### config.mk
export PLATFORM = sky130hd
export DESIGN_NAME = asynch_receiver_flat
export DESIGN_NICKNAME = d
export VERILOG_FILES = /design/src/rtl/asynch_receiver_if.sv /design/src/rtl/asynch_receiver.sv /design/src/flat_wrapper.sv
export SDC_FILE = /design/constraint.sdc
export NUM_CORES = 1
export LEC_CHECK = 0
export ABC_CLOCK_PERIOD_IN_PS = 4400
export CORE_ASPECT_RATIO = 1.1
export CORE_MARGIN = 1
export CORE_UTILIZATION = 58
export DETAILED_ROUTE_END_ITERATION = 12
export PLACE_DENSITY = 0.86
export SKIP_CTS_REPAIR_TIMING = 1
export SYNTH_ARGS = -nofsm -noshare
export SYNTH_HDL_FRONTEND = slang
export SYNTH_SLANG_ARGS = --single-unit
### constraint.sdc
create_clock -name clk -period 4.4 [get_ports clk]
set_clock_uncertainty 0.1 [all_clocks]
set_input_delay 0.88 -clock clk [delete_from_list [all_inputs] [get_ports clk]]
set_output_delay 0.88 -clock clk [all_outputs]
set_load 0.005 [all_outputs]
### src/rtl/asynch_receiver_if.sv
// Line/word interface for the asynchronous serial receiver.
// The master drives the serial line; the slave (receiver) returns the recovered word and status.
`timescale 1ns/1ps
interface asynch_receiver_if #(
    parameter int unsigned D = 8
) ();
    logic         rxd;
    logic [D-1:0] data;
    logic         valid;
    logic         ferr;
    logic         busy;

    modport master (
        output rxd,
        input  data,
        input  valid,
        input  ferr,
        input  busy
    );

    modport slave (
        input  rxd,
        output data,
        output valid,
        output ferr,
        output busy
    );
endinterface

### src/rtl/asynch_receiver.sv
// UART-style frame receiver: start bit, D data bits LSB first, one stop bit.
// Self-timed from clk with BIT_CLKS cycles per bit; emits one-cycle valid/ferr pulses.
`timescale 1ns/1ps
module asynch_receiver #(
    parameter int unsigned D        = 8,
    parameter int unsigned BIT_CLKS = 16,
    parameter int unsigned CW       = $clog2(BIT_CLKS)
) (
    input  logic           clk,
    input  logic           reset,
    asynch_receiver_if.slave rx
);
    localparam int unsigned IW = (D > 1) ? $clog2(D) : 1;
    localparam logic [CW-1:0] HALF_LAST = CW'(BIT_CLKS / 2 - 1);
    localparam logic [CW-1:0] BIT_LAST  = CW'(BIT_CLKS - 1);
    localparam logic [IW-1:0] IDX_LAST  = IW'(D - 1);

    typedef enum logic [1:0] {
        S_IDLE  = 2'd0,
        S_START = 2'd1,
        S_DATA  = 2'd2,
        S_STOP  = 2'd3
    } state_t;

    state_t         r_state;
    logic [1:0]     r_sync;
    logic           r_rs_d;
    logic [CW-1:0]  r_cnt;
    logic [IW-1:0]  r_idx;
    logic [D-1:0]   r_shift;
    logic [D-1:0]   r_data;
    logic           r_valid;
    logic           r_ferr;
    logic           r_busy;

    logic           w_rs;
    logic [D-1:0]   w_shift_next;

    assign w_rs = r_sync[1];
    // New bit enters at the MSB so the first bit on the line ends up in bit 0.
    assign w_shift_next = D'({w_rs, r_shift} >> 1);

    always_ff @(posedge clk) begin
        if (reset) begin
            r_state <= S_IDLE;
            r_sync  <= 2'b11;
            r_rs_d  <= 1'b1;
            r_cnt   <= '0;
            r_idx   <= '0;
            r_shift <= '0;
            r_data  <= '0;
            r_valid <= 1'b0;
            r_ferr  <= 1'b0;
            r_busy  <= 1'b0;
        end else begin
            r_sync  <= {r_sync[0], rx.rxd};
            r_rs_d  <= w_rs;
            r_valid <= 1'b0;
            r_ferr  <= 1'b0;

            case (r_state)
                // Arm only on a true 1->0 transition so a held-low line never re-triggers.
                S_IDLE: begin
                    r_cnt <= '0;
                    if (!w_rs && r_rs_d) begin
                        r_state <= S_START;
                        r_busy  <= 1'b1;
                    end
                end

                // Confirm the start bit at its centre; a high line there means a glitch.
                S_START: begin
                    if (r_cnt == HALF_LAST) begin
                        r_cnt <= '0;
                        r_idx <= '0;
                        if (!w_rs) begin
                            r_state <= S_DATA;
                        end else begin
                            r_state <= S_IDLE;
                            r_busy  <= 1'b0;
                        end
                    end else begin
                        r_cnt <= r_cnt + CW'(1);
                    end
                end

                S_DATA: begin
                    if (r_cnt == BIT_LAST) begin
                        r_cnt   <= '0;
                        r_shift <= w_shift_next;
                        if (r_idx == IDX_LAST) begin
                            r_idx   <= '0;
                            r_state <= S_STOP;
                        end else begin
                            r_idx <= r_idx + IW'(1);
                        end
                    end else begin
                        r_cnt <= r_cnt + CW'(1);
                    end
                end

                // Leave mid-stop-bit so a start bit immediately following is still seen.
                S_STOP: begin
                    if (r_cnt == BIT_LAST) begin
                        r_cnt   <= '0;
                        r_state <= S_IDLE;
                        r_busy  <= 1'b0;
                        if (w_rs) begin
                            r_data  <= r_shift;
                            r_valid <= 1'b1;
                        end else begin
                            r_ferr <= 1'b1;
                        end
                    end else begin
                        r_cnt <= r_cnt + CW'(1);
                    end
                end

                default: begin
                    r_state <= S_IDLE;
                    r_busy  <= 1'b0;
                    r_cnt   <= '0;
                end
            endcase
        end
    end

    assign rx.data  = r_data;
    assign rx.valid = r_valid;
    assign rx.ferr  = r_ferr;
    assign rx.busy  = r_busy;

endmodule
### src/flat_wrapper.sv
// flat-port wrapper written by rule: the top's interface ports become plain ports
module asynch_receiver_flat 
#(
    parameter int unsigned D        = 8,
    parameter int unsigned BIT_CLKS = 16,
    parameter int unsigned CW       = $clog2(BIT_CLKS)
)
  (clk, reset, rx_rxd, rx_data, rx_valid, rx_ferr, rx_busy);
  asynch_receiver_if #(.D(D)) rx_i ();
  input  logic clk;
  input  logic reset;
  input wire logic [$bits(rx_i.rxd)-1:0] rx_rxd;
  output wire logic [$bits(rx_i.data)-1:0] rx_data;
  output wire logic [$bits(rx_i.valid)-1:0] rx_valid;
  output wire logic [$bits(rx_i.ferr)-1:0] rx_ferr;
  output wire logic [$bits(rx_i.busy)-1:0] rx_busy;
  assign rx_i.rxd = rx_rxd;
  assign rx_data = rx_i.data;
  assign rx_valid = rx_i.valid;
  assign rx_ferr = rx_i.ferr;
  assign rx_busy = rx_i.busy;
  asynch_receiver #(.D(D), .BIT_CLKS(BIT_CLKS), .CW(CW)) u_core (.clk(clk), .reset(reset), .rx(rx_i));
endmodule
Yosys cells after proc, flatten, opt, wreduce, memory -nomap -nowiden
Cells that the tools add are included.
Widths: inputs -> output; s select.
Operators by class
  $add $sub $neg: 2
  $mul: 0
  div/mod/pow operators: 0
  order comparisons: 0
  eq/ne operators: 12
  shifts and indexed selects: 0
  mux-type cells: 21
  bitwise operators: 2
  reductions and logical operators: 12
Operators by type and width (count)
  $mux 2: 6
  $ne 2x1->1 const B: 6
  $pmux 4 s3: 1
  $reduce_and 5->1: 2
  $mux 3: 3
  $mux 4: 2
  $pmux 2 s4: 1
  $mux 1: 6
  $pmux 3 s2: 1
  $reduce_and 3->1: 2
  $add 4x1->4 const B: 1
  $eq 2x2->1 const B: 2
  $eq 4x3->1 const B: 1
  $eq 4x4->1 const B: 1
  $add 3x1->3 const B: 1
  $eq 3x3->1 const B: 1
  $pmux 1 s3: 1
  $reduce_bool 3->1: 1
  $reduce_or 3->1: 1
  $eq 2x1->1 const B: 1
  $logic_not 2->1: 1
  $not 1->1: 2
  $reduce_and 2->1: 1
  $reduce_bool 2->1: 1
  3 further kinds: 3
Storage, ports and cells
  register bits: 31
  latch bits: 0
  memory bits (writable): 0
  memory bits (read-only): 0
  input bits: 3
  output and inout bits: 11
  logic and storage cells: 59
  memories kept: 0

Longest topological paths before layout
  depth in word-level cells: 4
  gate-level depth with buffers: 7
  gate-level depth less buffers: 6

Worst setup path before layout
No wires, ideal clock.
  path type: input -> register
  start: input port reset
  end: register u_core.r_data[0], in the netlist u_core.rx.data[0]
  setup time: 0.128 ns
  arrival time: 1.479 ns
  required time: 4.172 ns
  setup slack: 2.694 ns
  stages: 3
  buffers on the path: 2
  path through: clkbuf_1 > clkbuf_1 > nor2_1
RTL lines
  start, declared: RTL line flat_wrapper.sv:11  | input logic reset;
  end signal, assigned: RTL line asynch_receiver.sv:109  | r_data <= r_shift;
  end, declared: RTL line asynch_receiver.sv:31  | logic [D-1:0] r_data;
No word-level cell between the ends.

==> reports/qor.yml <==
detailed_routing:
  vias_per_cell: 5.53
  vias: 1018
  drc: 0
  first_pass_iters: 4
  wl_per_cell_um: 11.8
  totalWireLength_um: 2180
  drt_iter0_drc: 21
  antenna_left: 0
cells_and_area:
  drive_gt1_frac: 0.0641
  instances_no_fill: 184
  nNetsFinal: 166
  area.growth.synth_to_final_pct: 13.1
  stdcell_area_sq_um: 1500
  antennaDiodeCount: 0
worst_setup_path:
  slowest_stage: "clkdlybuf4s50_1"
  cpPeakStageDelay_ns: 0.92
  crit_family: "buffers and inverters"
  worst_setup_path_end_kind: "register"
  cp_cell_sequence: "clkdlybuf4s50_1 -> or3_1 -> nor2_1"
  required_ns: 4.56
  worstSetupPathType: "in -> reg"
  worstPathMaxFanout: 32
  path_buf_inv: 1
  worstPathArrival_ns: 2.52
  cp-start-kind: "input pin"
timing:
  timing.slew.headroom: 0.321
  hold_viol_final: 0
  maxClockFrequency_ghz: 0.425
  holdWs_ns: 0.315
  setup_violations: 0
  tightest_slew_ns: 1.01
  rsz0062_at_grt: "false"
  period_needed_ns: 2.36
  period_share: 0.535
  fin_setup_tns_ns: 0
  drv_slew: 0
placed_design:
  gp_congestion: 0.725
  dpl.hpwl_um: 1530
  place_inst: 177
  post_dp_cell_area_sq_um: 1440
  port_buffers: 13
global_routing:
  grt_max_degree: 33
  grt_pass1_wl_um: 3640
  track_usage: 0.215
  antenna_found_initial: 0
  grt.overflow.total: 0
  grt_pass1_vias: 895
floorplan:
  io_pins: 14
  dieHeight_um: 52.1
  rows: 17
  core_sq_um: 2080
  start_util: 0.636
  die-area_sq_um: 2480
  die_width_um: 47.6
clocking:
  cts.path.max_buffers: 2
  worst_skew_pair.late_latency_ns: 0.32
  cts_tree: "built"
  cts_root_buffer: "clkbuf_4"
  numCtsBuffers: 5
  clk_pin_slew_worst_paths_ns: 0.09
  h-tree-depth: 2
  cts_sinks: 31
power:
  p_per_area_nw_per_um2: 338
  internal_power_mw: 0.381
  p_leak_nw: 0.606
  peakVddDrop_mv: 0.273
  switching_share: 0.248
  p_seq_frac: 0.572
  p_comb_frac: 0.102
  switching_power_mw: 0.126
  clockPowerShare: 0.326
job:
  drv_cap: 0
status:
  status: "completed"
yosys:
  synth_cells: 144
  syn-num-nets: 154
  ys_warn_count: 0
  syn_avg_cell_area_sq_um: 9.20
  synth.distinct_cells: 34
  ys_seq_area_frac: 0.468
  synthesis.area_sq_um: 1330
  ys_seq_elements: 31
worst_hold_path:
  hold_class: "reg -> reg"
## metal layers
layer  track usage  up-vias  part of all wire  wire length (um)
met3        0.0833        6             0.042                92
met2         0.349       15              0.47              1020
li1              -      517                 -                 -
met4        0.0972        0             0.023                51
met5             0        -                 0                 0
met1         0.240      480              0.47              1010
## sequential cells by signal, indices dropped and copies added (netlist names), named ones only
name / count
u_core.r_state: 1
u_core.r_rs_d: 1
u_core.rx.ferr: 1
u_core.rx.data: 8
u_core.rx.busy: 1
u_core.r_sync: 2
u_core.r_cnt: 4
u_core.r_idx: 3
u_core.rx.valid: 1
u_core.r_shift: 8
## per-stage QoR
step | power [mW] | worst slack, ns | utilization
floorplan | 0.336 | 2.69 | -
global placement | 0.345 | 1.73 | 0.692
detailed placement | 0.347 | 1.72 | 0.692
CTS | 0.509 | 2.06 | 0.719
global route | 0.527 | 1.94 | 0.719
finish | 0.507 | 2.04 | 0.719
## cell families after synthesis
family,count (synthesis),share of synthesized area
adders and majority gates,7,0.0661
and+or+nand+nor,56,0.203
AOI/OAI and AO/OA,20,0.0992
xor gates and xnor gates,2,0.0132
muxes,12,0.0916
buffers and inverters,16,0.0585
DFF,31,0.468
## cell usage after synthesis, drive strengths merged
master | number | share of area
nor2b | 2 | 0.0094
o21ai | 2 | 0.0076
and4b | 1 | 0.0076
nor3 | 2 | 0.0076
inv | 8 | 0.023
a221oi | 1 | 0.0066
clkbuf | 4 | 0.011
nor4bb | 1 | 0.0076
o31ai | 1 | 0.0057
o21a | 1 | 0.0057
or2 | 2 | 0.0094
xor2 | 1 | 0.0066
nand2 | 20 | 0.057
dfxtp | 31 | 0.47
and3 | 1 | 0.0047
or4 | 1 | 0.0057
nand3 | 4 | 0.015
nand2b | 2 | 0.0094
mux2i | 11 | 0.083
or3 | 1 | 0.0047
nor4b | 1 | 0.0066
mux2 | 1 | 0.0085
xnor2 | 1 | 0.0066
o41ai | 2 | 0.013
nor2 | 14 | 0.040
nand4 | 2 | 0.0094
buf | 4 | 0.025
nor4 | 1 | 0.0047
a211o | 3 | 0.020
and2 | 1 | 0.0047
a21oi | 9 | 0.034
o2bb2ai | 1 | 0.0066
ha | 7 | 0.066
## power groups by stage
stage | clock network, mW | logic (mW) | registers (mW)
after global placement | 0 | 0.0489 | 0.296
after global routing | 0.179 | 0.0567 | 0.291
after CTS | 0.168 | 0.0510 | 0.290
after detailed placement | 0 | 0.0507 | 0.296
final | 0.165 | 0.0518 | 0.290
after floorplan | 0 | 0.0407 | 0.296
## final cells by class
class	instances	area [sq um]
Multi-Input combinational cell	97	627
Clock inverter	1	5.00
Timing Repair Buffer	13	130
Clock buffer	6	51.3
Inverter	8	30.0
Fill cell	174	586
Sequential cell	31	621
Tap cell	28	35.0
## final timing paths
check                                       from  cells past startpoint  slack [ns]                 to
worst max-delay path                       reset                      3        2.04    u_core.r_cnt[3]
worst min-delay path            u_core.r_sync[0]                      1        0.31   u_core.r_sync[1]
worst max register to register   u_core.r_cnt[0]                      5        2.39  u_core.rx.data[5]
worst min register to register  u_core.r_sync[0]                      1        0.31   u_core.r_sync[1]
## cells in the final DEF (no fill, tap or decap), types with 3 or more instances in the layout
master,netlist,layout
inv_1,8,8
dfxtp_1,31,31
nand2_1,20,20
a21oi_1,9,9
ha_1,7,7
nand3_1,4,4
clkdlybuf4s50_1,0,13
mux2i_1,11,11
clkbuf_4,0,5
nor2_1,14,14
a211o_1,3,3
Power figures use the tool's default switching activity.
